==> config.mk <==
export PLATFORM = sky130hd
export DESIGN_NAME = demux_stream
export DESIGN_NICKNAME = d
export VERILOG_FILES = /design/src/rtl/demux_pkg.sv /design/src/rtl/demux_slot.sv /design/src/rtl/demux_stream.sv
export SDC_FILE = /design/constraint.sdc
export NUM_CORES = 1
export LEC_CHECK = 0
export CAP_MARGIN = 25
export CELL_PAD_IN_SITES_DETAIL_PLACEMENT = 1
export CELL_PAD_IN_SITES_GLOBAL_PLACEMENT = 1
export CORE_UTILIZATION = 33
export DETAILED_ROUTE_END_ITERATION = 7
export GPL_ROUTABILITY_DRIVEN = 0
export GPL_TIMING_DRIVEN = 0
export HOLD_SLACK_MARGIN = 0.12
export PLACE_DENSITY = 0.84
export SLEW_MARGIN = 20
export SYNTH_ARGS = -nofsm -noshare
export SYNTH_HDL_FRONTEND = slang
export SYNTH_SLANG_ARGS = --single-unit
==> constraint.sdc <==
create_clock -name clk -period 4.4 [get_ports clk]
set_clock_uncertainty 0.2 [all_clocks]
set_input_delay 0.66 -clock clk [delete_from_list [all_inputs] [get_ports clk]]
set_output_delay 0.66 -clock clk [all_outputs]
set_load 0.01 [all_outputs]
==> src/rtl/demux_pkg.sv <==
// Shared definitions for the stream demultiplexer: select sizing, error counter
// width and the select range check.
package demux_pkg;

  localparam int ERR_W_DEFAULT = 8;

  function automatic int sel_width(input int n);
    return (n > 1) ? $clog2(n) : 1;
  endfunction

  function automatic logic sel_valid(input int unsigned sel, input int unsigned n);
    return sel < n;
  endfunction

endpackage

==> src/rtl/demux_slot.sv <==
// One-entry output register slice. The parent only asserts load when the slot
// is free, so a load always wins over a drain in the same cycle.
module demux_slot #(
  parameter int WIDTH = 8
) (
  input  logic             clk,
  input  logic             rst,
  input  logic             load,
  input  logic [WIDTH-1:0] d,
  output logic             valid,
  input  logic             ready,
  output logic [WIDTH-1:0] q
);

  always_ff @(posedge clk) begin
    if (rst) begin
      valid <= 1'b0;
      q     <= '0;
    end else if (load) begin
      valid <= 1'b1;
      q     <= d;
    end else if (ready) begin
      valid <= 1'b0;
    end
  end

endmodule

==> src/rtl/demux_stream.sv <==
// Registered 1:N stream demultiplexer with broadcast and a saturating counter
// of beats dropped for an out-of-range select.
module demux_stream
  import demux_pkg::*;
#(
  parameter int WIDTH = 8,
  parameter int N     = 4,
  parameter int SEL_W = sel_width(N),
  parameter int ERR_W = ERR_W_DEFAULT
) (
  input  logic               clk,
  input  logic               rst,
  input  logic               in_valid,
  output logic               in_ready,
  input  logic [WIDTH-1:0]   in_data,
  input  logic [SEL_W-1:0]   in_sel,
  input  logic               in_bcast,
  output logic [N-1:0]       out_valid,
  input  logic [N-1:0]       out_ready,
  output logic [N*WIDTH-1:0] out_data,
  output logic               err_pulse,
  output logic [ERR_W-1:0]   err_count
);

  logic [N-1:0] free;
  logic [N-1:0] hit;
  logic [N-1:0] load;
  logic         sel_ok;
  logic         unicast_free;
  logic         accept;
  logic         drop;

  // A slot can take a beat if it is empty or draining this cycle; broadcast
  // needs every slot to be free so delivery is all or nothing.
  always_comb begin
    free         = ~out_valid | out_ready;
    sel_ok       = sel_valid(32'(in_sel), N);
    hit          = '0;
    unicast_free = 1'b0;
    for (int k = 0; k < N; k++) begin
      if (32'(in_sel) == k) begin
        hit[k]       = 1'b1;
        unicast_free = free[k];
      end
    end
    if (in_bcast) begin
      in_ready = &free;
    end else if (sel_ok) begin
      in_ready = unicast_free;
    end else begin
      in_ready = 1'b1;
    end
    accept = in_valid && in_ready && !rst;
    load   = '0;
    if (accept) begin
      load = in_bcast ? {N{1'b1}} : hit;
    end
    drop = in_valid && !in_bcast && !sel_ok && !rst;
  end

  for (genvar k = 0; k < N; k++) begin : g_slot
    demux_slot #(.WIDTH(WIDTH)) u_slot (
      .clk   (clk),
      .rst   (rst),
      .load  (load[k]),
      .d     (in_data),
      .valid (out_valid[k]),
      .ready (out_ready[k]),
      .q     (out_data[k*WIDTH +: WIDTH])
    );
  end

  always_ff @(posedge clk) begin
    if (rst) begin
      err_pulse <= 1'b0;
      err_count <= '0;
    end else begin
      err_pulse <= drop;
      if (drop && (err_count != {ERR_W{1'b1}})) begin
        err_count <= err_count + 1'b1;
      end
    end
  end

endmodule

==> impl_metrics.csv <==
group,metric,value,unit
run_status,outcome,"complete, but fails checks",
run_status,violations,"DRC",
setup_path,start_kind,"input pin",
detailed_routing,ant_nets,0,
yosys,ys_seq_elements,36,
worst_hold_path,hold_path_class,"flip-flop to flip-flop",
setup_path,required,3.54,ns
sta,slew_headroom,50.9,%
run,cap_violations,0,
clock_network,cts_tree,"done",
sta,maxSlewViolCount,0,
detailed_routing,drt-total-wl,4690,um
yosys,ys_seq_area_share,45.5,%
clock_network,cts_hold_buffers,0,
setup_path,cp_common_cell,"clkdlybuf4s50_1",
setup_path,reg2reg_from,"g_slot[2].u_slot.valid",
die,initial_core_util,35.4,%
sta,tightestPinTransition,0.737,ns
yosys,synth.distinct_cells,27,
setup_path,max_stage_delay,0.65,ns
cells_and_area,n_antenna_cell,0,
die,fp.dieH,71.3,um
power_and_ir_drop,pwr_density_cell,338,mW/mm2
detailed_routing,vias_per_cell,5.10,
clock_network,cts_root_buf,"clkbuf_8",
power_and_ir_drop,total_power,785,uW
global_route,grt_use_total,19.5,%
cells_and_area,finalNetCount,267,
detailed_routing,drc,2,
yosys,synth_warnings,0,
yosys,avgSynthCellArea,8.74,um2
detailed_routing,drt_iter0_markers,90,
die,io_pins,64,
setup_path,r2r_cells,6,
yosys,syn-cell-area,0.00158,mm2
sta,tns,0,ns
setup_path,arrival,2.94,ns
clock_network,clkTransAtPathRegs,0.08,ns
global_route,grt_pass1_wl,7620,um
setup_path,critPathCaptureType,"output pin",
die,rows,24,
detailed_routing,drt-pass1-iter-count,8,
sta,setup_viol,0,
sta,hold_viol,0,
global_route,antenna_found_initial,0,
setup_path,worst-path-buf-inv,2,
sta,period_share,86.4,%
clock_network,post_cts_resized,0,
clock_network,cts_buffer_depth,2,
clock_network,cts_buffers,5,
global_route,grt_pass1_vias,1562,
die,die-area,0.00508,mm2
setup_path,critPathKind,"input pin to output pin",
detailed_routing,vias,1541,
cells_and_area,layout_commonest_cell,"clkdlybuf4s50_1",
place,hpwl,3380,um
power_and_ir_drop,vdd_ir_drop_max,0.164,mV
setup_path,cp_top_family,"buffers and inverters",
sta,period_needed,3.80,ns
yosys,synth_cells,181,
cells_and_area,area_growth,46.6,%
setup_path,r2r_slack,2.60,ns
clock_network,cts_sinks,36,
power_and_ir_drop,p_leak,0.910,nW
worst_hold_path,hold_start,"g_slot[2].u_slot.q[2]",
global_route,grt.overflow.total,0,
global_route,grt_max_degree,13,
worst_hold_path,whs_path_depth,2,
setup_path,path_max_fanout,10,
place,portBuffers,53,
setup_path,r2r_end,"g_slot[1].u_slot.q[5]",
clock_network,clk_latency,0.29,ns
die,die_w,71.3,um
sta,rsz0062_at_grt,"false",
clock_network,cts_max_level,2,
sta,clock.fmax,0.263,GHz
detailed_routing,wire_per_inst,15.5,um
setup_path,critPathSlowestCell,"a21oi_1",
clock_network,postCtsSetupRepairBufs,0,
sta,hold_ws,0.282,ns
setup_path,crit_chain,"clkdlybuf4s50_1 -> a21oi_1 -> nor2_1 -> a2111oi_0 -> clkdlybuf4s50_1",
worst_hold_path,hold_end,"g_slot[2].u_slot.q[2]",
cells_and_area,final_cell_mix,"clkdlybuf4s50_1 (53), dfxtp_1 (36), a21oi_1 (27)",
cells_and_area,drive_above_1_share,13.6,%
die,coreArea,0.00447,mm2
power breakdown:
group / switching [mW] / internal [mW]
registers: 0.00754 / 0.341
logic: 0.0709 / 0.0731
clock network: 0.125 / 0.168
how the worst max path moves through the flow:
stage / startpoint / cells after the start / endpoint / slack, ns
floorplan: in_sel[0] / 3 / in_ready / 1.77
global placement: in_sel[0] / 5 / in_ready / 0.59
detailed placement: in_sel[0] / 5 / in_ready / 0.53
CTS: in_sel[0] / 5 / in_ready / 0.55
global route: in_sel[0] / 5 / in_ready / 0.35
finish: in_sel[0] / 5 / in_ready / 0.60
layer usage:
metal  share of wire, %  up-vias  GRT usage, %  routed length, um
li1                   -      751             -                  -
met5                  0        -             0                  0
met3                5.1        9          5.20                237
met2                 47       49          33.0               2210
met4                1.6        0          7.56                 76
met1                 46      732          23.8               2170
layout make-up:
class / instances / area (um2)
buffer: 24 / 173
clock buffer: 5 / 68.8
clock inverter: 3 / 42.5
fill: 531 / 2150
inverter: 3 / 11.3
multi-input combinational: 126 / 708
sequential: 36 / 721
tap: 52 / 65.1
timing repair buffer: 53 / 531
Yosys cell counts:
| cell | n | share of area, % |
|---|---|---|
| nand4b_2 | 1 | 0.95 |
| o22ai_1 | 2 | 0.79 |
| nand2_1 | 1 | 0.24 |
| clkbuf_1 | 3 | 0.71 |
| nand3_1 | 24 | 7.6 |
| nand2b_1 | 4 | 1.6 |
| nor2_1 | 11 | 2.6 |
| nor2b_1 | 2 | 0.79 |
| o21ai_0 | 25 | 7.9 |
| inv_1 | 3 | 0.71 |
| o21ba_2 | 2 | 1.3 |
| buf_2 | 3 | 0.95 |
| dfxtp_1 | 36 | 46 |
| a2111oi_0 | 1 | 0.55 |
| nand2b_4 | 1 | 0.87 |
| a21oi_1 | 27 | 8.5 |
| nor3b_1 | 1 | 0.47 |
| nand4b_1 | 1 | 0.55 |
| a22o_1 | 1 | 0.55 |
| buf_6 | 3 | 2.1 |
| a21o_1 | 1 | 0.47 |
| and4b_1 | 1 | 0.63 |
| nand2b_2 | 1 | 0.55 |
| conb_1 | 1 | 0.24 |
| o21ai_1 | 2 | 0.63 |
| mux2i_1 | 8 | 5.1 |
| buf_4 | 15 | 7.1 |
through the flow:
step                      worst slack (ns)  area [um2]  cells  util, %
final                                0.598        2320    302     51.8
after global routing                 0.351        2320    302     51.8
after CTS                            0.552        2320    302     51.8
after detailed placement             0.531        2210    294     49.4
after global placement               0.590        2210    294     49.4
after floorplan                       1.77        1610    189        -
flip-flops by register name, summed over array words and instances, names as in the netlist:
name,cells
g_slot.u_slot.q,32
g_slot.u_slot.valid,4
logic make-up (layout without fill, tap and decap cells):
group,Yosys count,in the layout,synth area share [%]
compound gates,61,61,20.7
simple gates,48,48,16.8
flops,36,36,45.5
buf+inv,27,88,11.6
mux,8,8,5.06
other cells,1,9,0.237
tightest hold or removal path: stages, from the launching register on:
cell     delay, ns
dfxtp_1       0.31
o21ai_0       0.07
a21oi_1       0.06
Note: power is estimated with default switching activity, not from simulation.
